$ cat src/rtl/sobel_fifo_rd_ctrl_if.sv
// rtl/sobel_fifo_rd_ctrl_if.sv - pixel output stream between the FIFO read sequencer and the Sobel window
interface sobel_fifo_rd_ctrl_if #(
  parameter int DATA_WIDTH = 8,
  parameter int COL_WIDTH  = 8,
  parameter int ROW_WIDTH  = 8
);
  logic [DATA_WIDTH-1:0] pix_data_out;
  logic                  pix_valid_out;
  logic                  pix_ready_in;
  logic                  sof_out;
  logic                  eol_out;
  logic                  eof_out;
  logic [COL_WIDTH-1:0]  col_out;
  logic [ROW_WIDTH-1:0]  row_out;

  // Producer side: the read sequencer drives pixels and tags, samples ready
  modport master (
    output pix_data_out,
    output pix_valid_out,
    output sof_out,
    output eol_out,
    output eof_out,
    output col_out,
    output row_out,
    input  pix_ready_in
  );

  // Consumer side: the window pipeline accepts pixels and drives ready
  modport slave (
    input  pix_data_out,
    input  pix_valid_out,
    input  sof_out,
    input  eol_out,
    input  eof_out,
    input  col_out,
    input  row_out,
    output pix_ready_in
  );
endinterface

$ cat src/rtl/sobel_fifo_rd_ctrl.sv
// rtl/sobel_fifo_rd_ctrl.sv - read-side sequencer popping the pixel FIFO into a tagged valid/ready stream
module sobel_fifo_rd_ctrl #(
  parameter int DATA_WIDTH = 8,
  parameter int IMG_WIDTH  = 256,
  parameter int IMG_HEIGHT = 256,
  parameter int COL_WIDTH  = 8,
  parameter int ROW_WIDTH  = 8
) (
  input  logic                  clk,
  input  logic                  reset,
  input  logic                  start_in,
  input  logic [DATA_WIDTH-1:0] fifo_data_in,
  input  logic                  fifo_empty_in,
  input  logic                  fifo_overflow_in,
  output logic                  fifo_rd_ack_out,
  sobel_fifo_rd_ctrl_if.master  pix,
  output logic                  busy_out,
  output logic                  frame_done_out,
  output logic                  error_out
);

  typedef enum logic [1:0] {
    IDLE   = 2'd0,
    STREAM = 2'd1,
    LAST   = 2'd2,
    FLUSH  = 2'd3
  } state_t;

  localparam logic [COL_WIDTH-1:0] LAST_COL = COL_WIDTH'(IMG_WIDTH - 1);
  localparam logic [ROW_WIDTH-1:0] LAST_ROW = ROW_WIDTH'(IMG_HEIGHT - 1);

  state_t                state;
  logic [COL_WIDTH-1:0]  col_cnt;
  logic [ROW_WIDTH-1:0]  row_cnt;

  logic [DATA_WIDTH-1:0] data_q;
  logic                  valid_q;
  logic                  sof_q;
  logic                  eol_q;
  logic                  eof_q;
  logic [COL_WIDTH-1:0]  col_q;
  logic [ROW_WIDTH-1:0]  row_q;
  logic                  done_q;
  logic                  error_q;

  logic                  out_free;
  logic                  accept;
  logic                  load;
  logic                  at_last_col;
  logic                  at_last_row;

  // Output register is free when empty or being drained this cycle; a pop
  // happens only while streaming, the FIFO has data and no overflow/reset
  always_comb begin
    out_free    = !valid_q || pix.pix_ready_in;
    accept      = valid_q && pix.pix_ready_in;
    at_last_col = (col_cnt == LAST_COL);
    at_last_row = (row_cnt == LAST_ROW);
    load        = reset && (state == STREAM) && !fifo_empty_in &&
                  out_free && !fifo_overflow_in;
  end

  // Frame sequencer: state, position counters, output register and flags
  always_ff @(posedge clk) begin
    if (!reset) begin
      state   <= IDLE;
      col_cnt <= '0;
      row_cnt <= '0;
      data_q  <= '0;
      valid_q <= 1'b0;
      sof_q   <= 1'b0;
      eol_q   <= 1'b0;
      eof_q   <= 1'b0;
      col_q   <= '0;
      row_q   <= '0;
      done_q  <= 1'b0;
      error_q <= 1'b0;
    end else begin
      done_q <= 1'b0;
      case (state)
        IDLE: begin
          if (start_in) begin
            state   <= STREAM;
            col_cnt <= '0;
            row_cnt <= '0;
            error_q <= 1'b0;
          end
        end

        STREAM: begin
          if (fifo_overflow_in) begin
            // Held pixel belongs to a corrupted frame: drop it
            state   <= FLUSH;
            valid_q <= 1'b0;
            sof_q   <= 1'b0;
            eol_q   <= 1'b0;
            eof_q   <= 1'b0;
            col_cnt <= '0;
            row_cnt <= '0;
          end else if (load) begin
            data_q  <= fifo_data_in;
            valid_q <= 1'b1;
            col_q   <= col_cnt;
            row_q   <= row_cnt;
            sof_q   <= (col_cnt == '0) && (row_cnt == '0);
            eol_q   <= at_last_col;
            eof_q   <= at_last_col && at_last_row;
            if (at_last_col && at_last_row) begin
              // Frame fully popped; counters park at zero for the next one
              col_cnt <= '0;
              row_cnt <= '0;
              state   <= LAST;
            end else if (at_last_col) begin
              col_cnt <= '0;
              row_cnt <= row_cnt + 1'b1;
            end else begin
              col_cnt <= col_cnt + 1'b1;
            end
          end else if (accept) begin
            valid_q <= 1'b0;
            sof_q   <= 1'b0;
            eol_q   <= 1'b0;
            eof_q   <= 1'b0;
          end
        end

        LAST: begin
          if (fifo_overflow_in) begin
            state   <= FLUSH;
            valid_q <= 1'b0;
            sof_q   <= 1'b0;
            eol_q   <= 1'b0;
            eof_q   <= 1'b0;
          end else if (accept) begin
            // End-of-frame pixel has left; report completion once
            state   <= IDLE;
            valid_q <= 1'b0;
            sof_q   <= 1'b0;
            eol_q   <= 1'b0;
            eof_q   <= 1'b0;
            done_q  <= 1'b1;
          end
        end

        FLUSH: begin
          valid_q <= 1'b0;
          sof_q   <= 1'b0;
          eol_q   <= 1'b0;
          eof_q   <= 1'b0;
          col_cnt <= '0;
          row_cnt <= '0;
          if (start_in) begin
            state   <= STREAM;
            error_q <= 1'b0;
          end
        end

        default: state <= IDLE;
      endcase

      // Overflow wins the error flag over a same-cycle start
      if (fifo_overflow_in) begin
        error_q <= 1'b1;
      end
    end
  end

  // Drive the stream interface and status from registered state
  always_comb begin
    pix.pix_data_out  = data_q;
    pix.pix_valid_out = valid_q;
    pix.sof_out       = sof_q;
    pix.eol_out       = eol_q;
    pix.eof_out       = eof_q;
    pix.col_out       = col_q;
    pix.row_out       = row_q;
    fifo_rd_ack_out   = load;
    busy_out          = (state != IDLE);
    frame_done_out    = done_q;
    error_out         = error_q;
  end

endmodule

$ cat src/flat_wrapper.sv
// flat-port wrapper written by rule: the top's interface ports become plain ports
module sobel_fifo_rd_ctrl_flat 
#(
  parameter int DATA_WIDTH = 8,
  parameter int IMG_WIDTH  = 256,
  parameter int IMG_HEIGHT = 256,
  parameter int COL_WIDTH  = 8,
  parameter int ROW_WIDTH  = 8
)
  (clk, reset, start_in, fifo_data_in, fifo_empty_in, fifo_overflow_in, fifo_rd_ack_out, busy_out, frame_done_out, error_out, pix_pix_data_out, pix_pix_valid_out, pix_sof_out, pix_eol_out, pix_eof_out, pix_col_out, pix_row_out, pix_pix_ready_in);
  sobel_fifo_rd_ctrl_if #(.DATA_WIDTH(DATA_WIDTH), .COL_WIDTH(COL_WIDTH), .ROW_WIDTH(ROW_WIDTH)) pix_i ();
  input  logic clk;
  input  logic reset;
  input  logic start_in;
  input  logic [DATA_WIDTH-1:0] fifo_data_in;
  input  logic fifo_empty_in;
  input  logic fifo_overflow_in;
  output logic fifo_rd_ack_out;
  output logic busy_out;
  output logic frame_done_out;
  output logic error_out;
  output wire logic [$bits(pix_i.pix_data_out)-1:0] pix_pix_data_out;
  output wire logic [$bits(pix_i.pix_valid_out)-1:0] pix_pix_valid_out;
  output wire logic [$bits(pix_i.sof_out)-1:0] pix_sof_out;
  output wire logic [$bits(pix_i.eol_out)-1:0] pix_eol_out;
  output wire logic [$bits(pix_i.eof_out)-1:0] pix_eof_out;
  output wire logic [$bits(pix_i.col_out)-1:0] pix_col_out;
  output wire logic [$bits(pix_i.row_out)-1:0] pix_row_out;
  input wire logic [$bits(pix_i.pix_ready_in)-1:0] pix_pix_ready_in;
  assign pix_pix_data_out = pix_i.pix_data_out;
  assign pix_pix_valid_out = pix_i.pix_valid_out;
  assign pix_sof_out = pix_i.sof_out;
  assign pix_eol_out = pix_i.eol_out;
  assign pix_eof_out = pix_i.eof_out;
  assign pix_col_out = pix_i.col_out;
  assign pix_row_out = pix_i.row_out;
  assign pix_i.pix_ready_in = pix_pix_ready_in;
  sobel_fifo_rd_ctrl #(.DATA_WIDTH(DATA_WIDTH), .IMG_WIDTH(IMG_WIDTH), .IMG_HEIGHT(IMG_HEIGHT), .COL_WIDTH(COL_WIDTH), .ROW_WIDTH(ROW_WIDTH)) u_core (.clk(clk), .reset(reset), .start_in(start_in), .fifo_data_in(fifo_data_in), .fifo_empty_in(fifo_empty_in), .fifo_overflow_in(fifo_overflow_in), .fifo_rd_ack_out(fifo_rd_ack_out), .pix(pix_i), .busy_out(busy_out), .frame_done_out(frame_done_out), .error_out(error_out));
endmodule
$ cat config.mk
export PLATFORM = sky130hd
export DESIGN_NAME = sobel_fifo_rd_ctrl_flat
export DESIGN_NICKNAME = d
export VERILOG_FILES = /design/src/rtl/sobel_fifo_rd_ctrl_if.sv /design/src/rtl/sobel_fifo_rd_ctrl.sv /design/src/flat_wrapper.sv
export SDC_FILE = /design/constraint.sdc
export NUM_CORES = 1
export LEC_CHECK = 0
export BUFFER_PORTS_ARGS = -buffer_cell sky130_fd_sc_hd__buf_2
export CELL_PAD_IN_SITES_DETAIL_PLACEMENT = 0
export CELL_PAD_IN_SITES_GLOBAL_PLACEMENT = 1
export CORE_MARGIN = 5
export CORE_UTILIZATION = 42
export CTS_CLUSTER_SIZE = 14
export DETAILED_ROUTE_END_ITERATION = 16
export PLACE_DENSITY = 0.94
export SLEW_MARGIN = 5
export SYNTH_ARGS = -nofsm -noshare
export SYNTH_HDL_FRONTEND = slang
export SYNTH_SLANG_ARGS = --single-unit
$ cat constraint.sdc
create_clock -name clk -period 6 [get_ports clk]
set_clock_uncertainty 0.05 [all_clocks]
set_input_delay 0.6 -clock clk [delete_from_list [all_inputs] [get_ports clk]]
set_output_delay 0.6 -clock clk [all_outputs]
set_load 0.03 [all_outputs]
==> run_results.csv <==
group,metric,value,unit
clock_network,cts_sinks,48,
synthesis,yosysWarnings,0,
place,place_congestion,0.860,
global_route,antenna_found_initial,0,
sta,holdWs,0.407,ns
synthesis,synth_cells,269,
setup_path,worstSetupStartpointType,"input pin",
layout,nets,334,
layout,layout_commonest_cell,"nand2_1",
drt,wl_per_cell,13.2,um
layout,layout_common_cells,"nand2_1 (52), dfxtp_1 (48), buf_2 (45), nand3_1 (35), nor2_1 (23)",
layout,regArea,961,um^2
floorplan,boundaryPins,46,
drt,ant_nets,0,
sta,relSlewSlack,54.4,%
setup_path,crit_top_cell,"buf_2",
synthesis,avgSynthCellArea,8.06,um^2
sta,finalHoldViolations,0,
clock_network,numCtsBuffers,5,
pwr,p_per_area,327,mW/mm^2
layout,multi_input_area,0.00112,mm^2
pwr,power_leakage,1.16,nW
hold_path,min_path_type,"reg2reg",
sta,worst_slew_pin_slew,0.678,ns
setup_path,path_cells,"buf_2, nand2b_1, or3_1, buf_4, inv_1, buf_2",
synthesis,synth-seq-area-share,44.3,%
clock_network,cts_max_level,2,
sta,fmax,338,MHz
drt,routed_wl,5010,um
drt,vias_per_cell,5.26,
layout,final_layout_size_suffix_gt1_share,18.0,%
clock_network,hold_buffers,0,
setup_path,critPathMaxFanout,33,
layout,insertedDiodeCount,0,
outcome,status,"complete, no violations",
floorplan,rows,26,
sta,tns,0,ns
clock_network,cts_root_buf,"clkbuf_8",
clock_network,clock_latency,0.29,ns
synthesis,netlist-cell-type-count,38,
layout,fillers,527,
synthesis,ys_ff_latch,48,
global_route,grt_first_pass_wirelength,8750,um
setup_path,max_stage_delay,0.46,ns
global_route,overflow,0,
drt,drcViolationCount,0,
layout,stdcell_area,0.00258,mm^2
clock_network,clk_pin_slew,0.08,ns
place,numPortBuffers,45,
synthesis,netlist_area,0.00217,mm^2
floorplan,core,0.00507,mm^2
sta,min_period_over_period,49.3,%
floorplan,fp.dieH,81.9,um
sta,setup_violations,0,
drt,first_pass_iters,4,
setup_path,cpMaxStageDelayCell,"buf_2",
clock_network,cts_setup_buffers,0,
synthesis,syn_nets,292,
setup_path,critPathCaptureType,"primary output",
setup_path,criticalPathCategory,"in2out",
floorplan,start_util,42.7,%
setup_path,cp_data_arrival_time,2.31,ns
sta,report.final.slew_viol_count,0,
place,dp_hpwl,3650,um
sta,grt_setup_unrepaired,"false",
pwr,power,843,uW
drt,num_vias,2005,
run,maxCapViolations,0,
clock_network,cts.path.max_buffers,2,
global_route,grt_max_degree,34,
floorplan,die_x,81.9,um
layout,syn2layout_area_growth,18.9,%
floorplan,dieArea,0.00670,mm^2
clock_network,cts_tree,"done",
sta,min_period,2.96,ns
drt,drt_iter0_drc,110,
global_route,grt_pass1_vias,1921,
place,place_area,0.00245,mm^2
setup_path,critPathRequiredTime,5.35,ns
global_route,grt_use_total,16.6,%
clock_network,cts_resized,0,
layout,utilization,50.8,%
pwr,irDropWorstVdd,0.000275,V
-- critical path, delay by kind of cell --
family,cells,cell delay (ns)
simple gates,2,0.71
buf+inv,4,0.98
-- registers in the layout, indices dropped and copies added (netlist names) --
name	cells
u_core.col_cnt	8
u_core.pix.col_out	8
u_core.pix.pix_data_out	8
u_core.pix.row_out	8
u_core.row_cnt	8
u_core.state	2
u_core.error_out	1
u_core.frame_done_out	1
u_core.pix.eof_out	1
u_core.pix.eol_out	1
u_core.pix.pix_valid_out	1
u_core.pix.sof_out	1
-- report_power, final --
part | total, mW | internal [mW] | switching, mW
Clock | 0.265 | 0.164 | 0.101
Sequential | 0.346 | 0.333 | 0.0127
Combinational | 0.233 | 0.0775 | 0.156
Total | 0.843 | 0.574 | 0.269
-- final timing paths --
check | startpoint | end | slack, ns | depth (start not counted)
hold reg to reg | u_core.pix.row_out[2] | u_core.pix.row_out[2] | 0.41 | 2
hold / removal | u_core.pix.row_out[2] | u_core.pix.row_out[2] | 0.41 | 2
setup reg to reg | u_core.state[1] | u_core.pix.sof_out | 3.57 | 10
setup / recovery | reset | fifo_rd_ack_out | 3.04 | 6
-- synth_stat cells, drive strengths merged --
master	n	area, um^2
mux2i	1	10.0
dfxtp	48	961
or3	1	6.26
nor3	1	5.00
a22oi	3	22.5
o211ai	1	7.51
and2	3	18.8
or4b	1	10.0
o311a	1	10.0
o31ai	1	7.51
nand4b	1	8.76
xor2	8	70.1
nand3	36	185
o21ai	12	60.1
a31oi	1	6.26
or4	3	22.5
a211oi	2	15.0
a21oi	9	45.0
nor4	7	43.8
xnor2	1	8.76
nor2b	3	18.8
nor2	23	86.3
nand2b	4	25.0
nand2	52	195
ha	9	113
nand4	7	43.8
o21a	1	7.51
clkbuf	9	33.8
nand3b	1	7.51
a41oi	1	8.76
buf	3	12.5
inv	10	37.5
o41ai	1	27.5
o32ai	1	8.76
and3	3	18.8
-- cells by family (layout without fill, tap and decap cells) --
group                      Yosys count  count (layout)  synth area share (%)
xor gates and xnor gates             9               9                  3.64
and+or+nand+nor                    146             146                  32.1
adders and majority gates            9               9                  5.19
AOI/OAI and AO/OA                   34              34                  10.4
buffers and inverters               22              64                  3.87
DFF                                 48              48                  44.3
muxes                                1               1                 0.462
-- layout make-up --
type / instances / share of cell area (%)
multi-input cells: 199 / 43.6
flip-flops and latches: 48 / 37.3
repair buffers: 47 / 9.32
well taps: 70 / 3.40
clock buffers: 5 / 2.67
clock inverters: 2 / 2.33
inverters: 10 / 1.46
-- per-layer routing --
layer / track usage [%] / part of all wire [%] / vias to the layer above
met5: 0 / 0 / -
met4: 5.15 / 1.4 / 0
li1: - / - / 1012
met2: 28.4 / 47 / 56
met3: 3.95 / 6.3 / 8
met1: 20.5 / 46 / 929
-- per-stage QoR --
step | setup slack, ns | cells
6_report | 3.04 | 381
4_1_cts | 3.06 | 381
5_1_grt | 2.85 | 381
3_5_place_dp | 2.99 | 374
3_3_place_gp | 3.10 | 374
2_1_floorplan | 3.55 | 269
Note: power is estimated with default switching activity, not from simulation.
